File: config.mk
export PLATFORM = sky130hd
export DESIGN_NAME = pipeline_controller
export DESIGN_NICKNAME = d
export VERILOG_FILES = /design/src/rtl/pipeline_pkg.sv /design/src/rtl/pipeline_controller_load_use_detector.sv /design/src/rtl/pipeline_controller.sv
export SDC_FILE = /design/constraint.sdc
export NUM_CORES = 1
export LEC_CHECK = 0
export ABC_AREA = 1
export BUFFER_PORTS_ARGS = -buffer_cell sky130_fd_sc_hd__buf_2
export CAP_MARGIN = 20
export CORE_MARGIN = 2
export CORE_UTILIZATION = 35
export DETAILED_ROUTE_END_ITERATION = 12
export PLACE_DENSITY_LB_ADDON = 0.08
export REMOVE_ABC_BUFFERS = 1
export SLEW_MARGIN = 20
export SYNTH_ARGS = -nofsm -noshare
export SYNTH_HDL_FRONTEND = slang
export SYNTH_SLANG_ARGS = --single-unit
export TNS_END_PERCENT = 20
File: constraint.sdc
create_clock -name clock -period 1.9 [get_ports clock]
set_clock_uncertainty 0.2 [all_clocks]
set_input_delay 0.095 -clock clock [delete_from_list [all_inputs] [get_ports clock]]
set_output_delay 0.095 -clock clock [all_outputs]
set_load 0.05 [all_outputs]
File: src/rtl/pipeline_pkg.sv
// Shared stage indices, stall/flush vectors and controller FSM encoding for the pipeline core.
package pipeline_pkg;

    localparam int unsigned NUM_STAGES   = 5;
    localparam int unsigned STAGE_PC     = 0;
    localparam int unsigned STAGE_IF_ID  = 1;
    localparam int unsigned STAGE_ID_EX  = 2;
    localparam int unsigned STAGE_EX_MEM = 3;
    localparam int unsigned STAGE_MEM_WB = 4;

    typedef logic [NUM_STAGES-1:0] stage_vec_t;

    // Load-use: hold PC and IF/ID, bubble ID/EX so the load can advance.
    localparam stage_vec_t STALL_LOAD_USE  = stage_vec_t'((1 << STAGE_PC) | (1 << STAGE_IF_ID));
    localparam stage_vec_t FLUSH_LOAD_USE  = stage_vec_t'(1 << STAGE_ID_EX);
    // Multi-cycle EX: freeze the front end and EX, feed bubbles into EX/MEM.
    localparam stage_vec_t STALL_MULTI     = stage_vec_t'((1 << STAGE_PC) | (1 << STAGE_IF_ID) | (1 << STAGE_ID_EX));
    localparam stage_vec_t FLUSH_MULTI     = stage_vec_t'(1 << STAGE_EX_MEM);
    localparam stage_vec_t FLUSH_EXCEPTION = stage_vec_t'((1 << STAGE_IF_ID) | (1 << STAGE_ID_EX) |
                                                          (1 << STAGE_EX_MEM) | (1 << STAGE_MEM_WB));

    typedef enum logic [0:0] {
        ST_RUN   = 1'b0,
        ST_MULTI = 1'b1
    } fsm_state_t;

endpackage

File: src/rtl/pipeline_controller_load_use_detector.sv
// Combinational load-use hazard check between the EX load destination and the ID sources.
// Zero latency; r0 never matches.
module load_use_detector #(
    parameter int REG_ADDR_WIDTH = 5
) (
    input  logic                      read_enable_1,
    input  logic [REG_ADDR_WIDTH-1:0] read_address_1,
    input  logic                      read_enable_2,
    input  logic [REG_ADDR_WIDTH-1:0] read_address_2,
    input  logic                      write_enable,
    input  logic [REG_ADDR_WIDTH-1:0] write_address,
    input  logic                      memory_read,
    output logic                      hazard
);

    logic load_writes;
    logic match_1;
    logic match_2;

    assign load_writes = memory_read & write_enable & (write_address != '0);
    assign match_1     = read_enable_1 & (read_address_1 == write_address);
    assign match_2     = read_enable_2 & (read_address_2 == write_address);
    assign hazard      = load_writes & (match_1 | match_2);

endmodule

File: src/rtl/pipeline_controller.sv
// Stall/flush sequencer: Mealy outputs from registered {state, count}; exception > multi-cycle > start > load-use.
// Multi-cycle op started at T stalls T..T+DIV_CYCLES-2 and signals done at T+DIV_CYCLES-1.
module pipeline_controller
    import pipeline_pkg::*;
#(
    parameter int REG_ADDR_WIDTH = 5,
    parameter int ADDRESS_WIDTH  = 32,
    parameter int DIV_CYCLES     = 32
) (
    input  logic                      clock,
    input  logic                      reset,
    input  logic                      id_read_enable_1,
    input  logic                      id_read_enable_2,
    input  logic [REG_ADDR_WIDTH-1:0] id_read_address_1,
    input  logic [REG_ADDR_WIDTH-1:0] id_read_address_2,
    input  logic                      ex_register_write_enable,
    input  logic [REG_ADDR_WIDTH-1:0] ex_register_write_address,
    input  logic                      ex_memory_read,
    input  logic                      ex_multicycle_start,
    input  logic                      exception_request,
    input  logic [ADDRESS_WIDTH-1:0]  exception_handler_address,
    output logic [NUM_STAGES-1:0]     stall,
    output logic [NUM_STAGES-1:0]     flush,
    output logic                      pc_redirect_enable,
    output logic [ADDRESS_WIDTH-1:0]  pc_redirect_address,
    output logic                      ex_multicycle_done,
    output logic                      ex_multicycle_cancel
);

    localparam int COUNT_WIDTH = $clog2(DIV_CYCLES + 1);
    localparam logic [COUNT_WIDTH-1:0] COUNT_LOAD = COUNT_WIDTH'(DIV_CYCLES - 1);
    localparam logic [COUNT_WIDTH-1:0] COUNT_ONE  = COUNT_WIDTH'(1);

    fsm_state_t             fsm_state;
    fsm_state_t             next_state;
    logic [COUNT_WIDTH-1:0] count;
    logic [COUNT_WIDTH-1:0] next_count;
    logic                   hazard;

    load_use_detector #(
        .REG_ADDR_WIDTH (REG_ADDR_WIDTH)
    ) u_load_use_detector (
        .read_enable_1  (id_read_enable_1),
        .read_address_1 (id_read_address_1),
        .read_enable_2  (id_read_enable_2),
        .read_address_2 (id_read_address_2),
        .write_enable   (ex_register_write_enable),
        .write_address  (ex_register_write_address),
        .memory_read    (ex_memory_read),
        .hazard         (hazard)
    );

    always_ff @(posedge clock) begin
        if (!reset) begin
            fsm_state <= ST_RUN;
            count     <= '0;
        end else begin
            fsm_state <= next_state;
            count     <= next_count;
        end
    end

    always_comb begin
        next_state           = fsm_state;
        next_count           = count;
        stall                = '0;
        flush                = '0;
        pc_redirect_enable   = 1'b0;
        pc_redirect_address  = '0;
        ex_multicycle_done   = 1'b0;
        ex_multicycle_cancel = 1'b0;

        if (!reset) begin
            next_state = ST_RUN;
            next_count = '0;
        end else if (exception_request) begin
            flush                = FLUSH_EXCEPTION;
            pc_redirect_enable   = 1'b1;
            pc_redirect_address  = exception_handler_address;
            ex_multicycle_cancel = (fsm_state == ST_MULTI);
            next_state           = ST_RUN;
            next_count           = '0;
        end else if (fsm_state == ST_MULTI) begin
            if (count > COUNT_ONE) begin
                stall      = STALL_MULTI;
                flush      = FLUSH_MULTI;
                next_count = count - COUNT_ONE;
            end else begin
                // Op leaves EX on this edge, so the next instruction's load-use check is live now.
                ex_multicycle_done = 1'b1;
                next_state         = ST_RUN;
                next_count         = '0;
                if (hazard) begin
                    stall = STALL_LOAD_USE;
                    flush = FLUSH_LOAD_USE;
                end
            end
        end else if (ex_multicycle_start) begin
            stall      = STALL_MULTI;
            flush      = FLUSH_MULTI;
            next_state = ST_MULTI;
            next_count = COUNT_LOAD;
        end else if (hazard) begin
            stall = STALL_LOAD_USE;
            flush = FLUSH_LOAD_USE;
        end
    end

endmodule

## Yosys cells after proc, flatten, opt, wreduce, memory -nomap -nowiden

Index checks and enable logic that the tools add are counted.
Widths: inputs -> output; s select.

| word-level totals | value |
|---|---|
| register bits after elaboration | 7 |
| output and inout bits | 45 |
| logic and storage cells | 44 |

| cells by class | value |
|---|---|
| add/sub/neg operators | 1 |
| order comparisons | 1 |
| equality and inequality tests | 2 |
| multiplexer cells | 28 |
| bitwise gates (word level) | 7 |
| reductions and logical operators | 3 |

Operators with widths:

| operator | number |
|---|---|
| $mux 32 | 2 |
| $mux 5 | 7 |
| $mux 6 | 3 |
| $mux 1 | 11 |
| $eq 5x5->1 | 2 |
| $mux 3 | 3 |
| $gt 6x1->1 const B | 1 |
| $sub 6x1->6 const B | 1 |
| $and 1x1->1 | 5 |
| $reduce_bool 5->1 | 1 |
| $mux 4 | 1 |
| $mux 2 | 1 |
| $reduce_bool 2->1 | 1 |
| $reduce_or 2->1 | 1 |
| $not 1->1 | 1 |
| $or 1x1->1 | 1 |

## Longest topological paths before layout

| logic depth | value |
|---|---|
| word-level depth | 9 |
| mapped depth | 10 |

## Hierarchy

A second synthesis with hierarchy kept.

| second synthesis, totals | value |
|---|---|
| cell total of the unflattened synthesis | 200 |
| area total of the unflattened synthesis | 977.2 µm² |

Modules (own cells, without submodules):

| module | times used | cells an instance | area each (µm²) |
|---|---|---|---|
| pipeline_controller | 1 | 145 | 759.5 |
| load_use_detector | 1 | 55 | 217.7 |

## Least setup slack after synthesis

No wires, ideal clock.

| path | value |
|---|---|
| path kind | register -> output |
| start | reg count[0] |
| end | out stall[1] |
| arrival time | 1.673 ns |
| data required time | 1.605 ns |
| setup slack | -0.068 ns |
| cell stages (with the launch flop) | 11 |
| buffers on the path | 1 |
| cell sequence | dfxtp_1 -> inv_1 -> ha_1 -> inv_1 -> nand2_1 -> nand3_1 -> nand2_1 -> nand2_1 -> nand2_1 -> nand2_1 -> buf_4 |

| between the ends | value |
|---|---|
| cells in the longest elaborated chain, start to end | 5 |

Ends and longest elaborated chain:

| element | RTL line | RTL |
|---|---|---|
| start: declaration | pipeline_controller.sv:36 | `logic [COUNT_WIDTH-1:0] count;` |
| start signal: assignment | pipeline_controller.sv:59 | `count <= next_count;` |
| $gt 6x1->1 | pipeline_controller.sv:84 | `if (count > COUNT_ONE) begin` |
| $mux 3 | pipeline_controller.sv:84 |  |
| $mux 5 | pipeline_controller.sv:83 | `end else if (fsm_state == ST_MULTI) begin` |
| $mux 5 | pipeline_controller.sv:76 | `end else if (exception_request) begin` |
| $mux 5 | pipeline_controller.sv:73 | `if (!reset) begin` |
| end: declaration | pipeline_controller.sv:22 | `output logic [NUM_STAGES-1:0] stall,` |

Every way passes these cells.

## Final worst setup path

| path | value |
|---|---|
| start | reg count[1] |
| end | out flush[2] |

| between the ends | value |
|---|---|
| cells in the longest elaborated chain, start to end | 5 |

Ends and longest elaborated chain:

| element | RTL line | RTL |
|---|---|---|
| $gt 6x1->1 | pipeline_controller.sv:84 |  |
| $mux 4 | pipeline_controller.sv:84 |  |
| $mux 5 | pipeline_controller.sv:83 |  |
| $mux 5 | pipeline_controller.sv:76 |  |
| $mux 5 | pipeline_controller.sv:73 |  |
| end: declaration | pipeline_controller.sv:23 | `output logic [NUM_STAGES-1:0] flush,` |

Every way passes these cells.

==> impl_metrics.yaml <==
run_status:
  status: "finished, final reports clean"
worst_setup_path:
  cp-start-kind: "flip-flop"
  cp_data_required_time_ps: 1600
  cp-end-kind: "primary output"
  path_class: "reg2out"
  arrival_ps: 1550
  crit_fanout: 3
clock_network:
  clock_latency_ps: 260
  hold_buffers: 0
  cts_tree: "done"
  root_buffer: "clkbuf_4"
  cts_inserted_buffers: 3
  cts_sinks: 7
  clock_path_buffers: 2
  cts.clk_slew.worst_paths_ps: 60
  ctsHtreeMaxLevel: 1
placed_design:
  io_buffers: 96
  placed_cells_incl_taps: 321
  gp_congestion: 0.765
  dpl.hpwl_um: 2390
flow_run:
  max_cap_violations: 0
floorplanning:
  die-area_um2: 3200
  core_area_um2: 2690
  die_y_um: 56.6
  dieWidth_um: 56.6
  io_pins: 100
  rows: 19
  initial_utilization_pct: 36.1
synthesis:
  synth_seq_area_share_pct: 14.5
  syn_area_um2: 968
  yosys_warnings: 0
  yosysUniqueCellTypes: 21
  syn_inst: 201
  yosysTopAreaCell: "inv_1"
  avgSynthCellArea_um2: 4.82
  synth_seq_cells: 7
  synth_top_area_share_pct: 21.3
  yosys-top-cells-area: "inv_1 (21%), nor2_1 (20%), nand2_1 (17%)"
final_layout:
  stdcell_count: 327
  insertedDiodeCount: 0
  fin_util_pct: 58.8
  drive_gt1_share_pct: 41.6
  nets: 354
  area_growth_pct: 63.0
power:
  leakage_uw: 0.00113
  p_per_area_nw_per_um2: 451
  ir_drop_mv: 0.326
grt:
  grt_max_degree: 37
  antenna_found_initial: 0
  grt-ovfl-total: 0
  grt_use_total_pct: 18.0
  grt_first_pass_wirelength_um: 4720
  first_global_vias: 1232
routing:
  avgViaCountPerCell: 4.11
  route.vias.total: 1343
  ant_nets: 0
  dr.pass1.iters: 4
  wire_per_inst_um: 9.24
  wl_um: 3020
  drt_iter0_drc: 42
  drc_errors: 0
timing:
  post-route-period-util_pct: 97.0
  hold_viol: 0
  rsz0062_at_grt: "yes"
  setup_violations: 0
  timing.fmax_mhz: 543
  slew_viol_final: 0
  min_period_ps: 1840
  setup-tns-final_ps: 0
min_path:
  hp-class: "in2reg"
==> cell usage in the layout (no fill, tap or decap) <==
| cell | synthesis | routed |
|---|---|---|
| buf_2 | 0 | 91 |
| inv_1 | 55 | 52 |
| nor2_1 | 52 | 50 |
| nand2_1 | 44 | 39 |
| nand3_1 | 8 | 7 |
| inv_2 | 5 | 6 |
| dfxtp_1 | 7 | 5 |
| o21ai_0 | 4 | 4 |
| buf_4 | 6 | 4 |
| nand2_2 | 0 | 3 |
| conb_1 | 1 | 3 |
| clkbuf_4 | 0 | 3 |
| inv_4 | 0 | 2 |
| nand4_1 | 2 | 2 |
| nor2_2 | 0 | 2 |
| nand2_4 | 0 | 2 |
| or2_1 | 2 | 2 |
| a211oi_1 | 2 | 2 |
| a21oi_1 | 2 | 2 |
| ha_4 | 0 | 2 |
| buf_6 | 1 | 2 |
| buf_8 | 0 | 2 |
| nand3_2 | 0 | 1 |
| nor3_1 | 1 | 1 |
| nand3b_1 | 1 | 1 |
| a21oi_2 | 1 | 1 |
| nor3b_1 | 1 | 1 |
| o211ai_1 | 1 | 1 |
| clkbuf_1 | 3 | 1 |
| dfxtp_4 | 0 | 1 |
| dfxtp_2 | 0 | 1 |
==> metrics by stage <==
step | setup slack (ps) | hold slack (ps) | area (um^2) | power (uW)
detailed placement | 80.8 | 277 | 1440 | 535
global route | -8.45 | 36.5 | 1580 | 751
global placement | 124 | 281 | 1440 | 534
CTS | -18.4 | 11.3 | 1510 | 691
floorplan | -69.2 | 109 | 908 | 419
finish | 57.7 | 29.2 | 1580 | 712
==> timing repair <==
action,in CTS,in global routing
pin swaps,1,5
resized for setup,15,18
setup buffers,0,2
setup endpoints to repair,5,5
==> final cells by class <==
class                   instances  area, um^2
fillers                       283        1110
multi-input cells             126         601
repair buffers                 99         538
inverters                      60         230
flip-flops and latches          7         145
well taps                      31        38.8
clock buffers                   4        26.3
==> logic make-up (layout without fill, tap and decap cells) <==
group	after synthesis	in the layout	synth area share, %
fa+ha+maj	2	2	2.58
other cells	1	3	0.387
simple gates	111	111	46.0
buf+inv	70	163	30.2
compound gates	10	10	6.33
flops	7	7	14.5
==> power by group <==
part           internal, uW  switching, uW  leakage, uW
combinational           129            273      0.00106
sequential              155           10.1    0.0000585
clock                  80.8           64.5    0.0000150
==> critical path, cell delays in order (launching register included) <==
cell and delay, ps:
dfxtp_2 340, inv_4 80, ha_4 140, inv_2 40, nand2_2 70, nand3_2 70
nand2_2 100, nand2_4 70, nor2_2 90, nand3_1 60, nand2_1 80, buf_6 160
==> worst paths after layout <==
| check | startpoint | to | slack, ps | depth (start not counted) |
|---|---|---|---|---|
| hold / removal | exception_request | count[5] | 30 | 4 |
| hold reg to reg | count[1] | count[1] | 320 | 2 |
| setup reg to reg | count[1] | count[2] | 430 | 9 |
| setup / recovery | count[1] | flush[2] | 60 | 11 |
==> Yosys cell counts, drive strengths merged <==
cell,number
nand3b,1
nor3b,1
a21oi,3
dfxtp,7
nand3,8
buf,7
ha,2
nand4,2
a211oi,2
clkbuf,3
inv,60
nand2,44
nor3,1
or2,2
nor2,52
o211ai,1
o21ai,4
conb,1
==> sequential cells by signal, summed over array words and instances, names as in the netlist <==
signal / flops
fsm_state: 1
count: 6
==> routing by layer <==
layer | GRT usage (%) | vias up | part of all wire, %
met4 | 8.16 | 0 | 1.8
met3 | 2.53 | 5 | 5.7
met2 | 31.2 | 47 | 47
met1 | 21.8 | 541 | 45
li1 | - | 750 | -
met5 | 0 | - | 0
No activity file was read; power rests on OpenSTA's default activity.
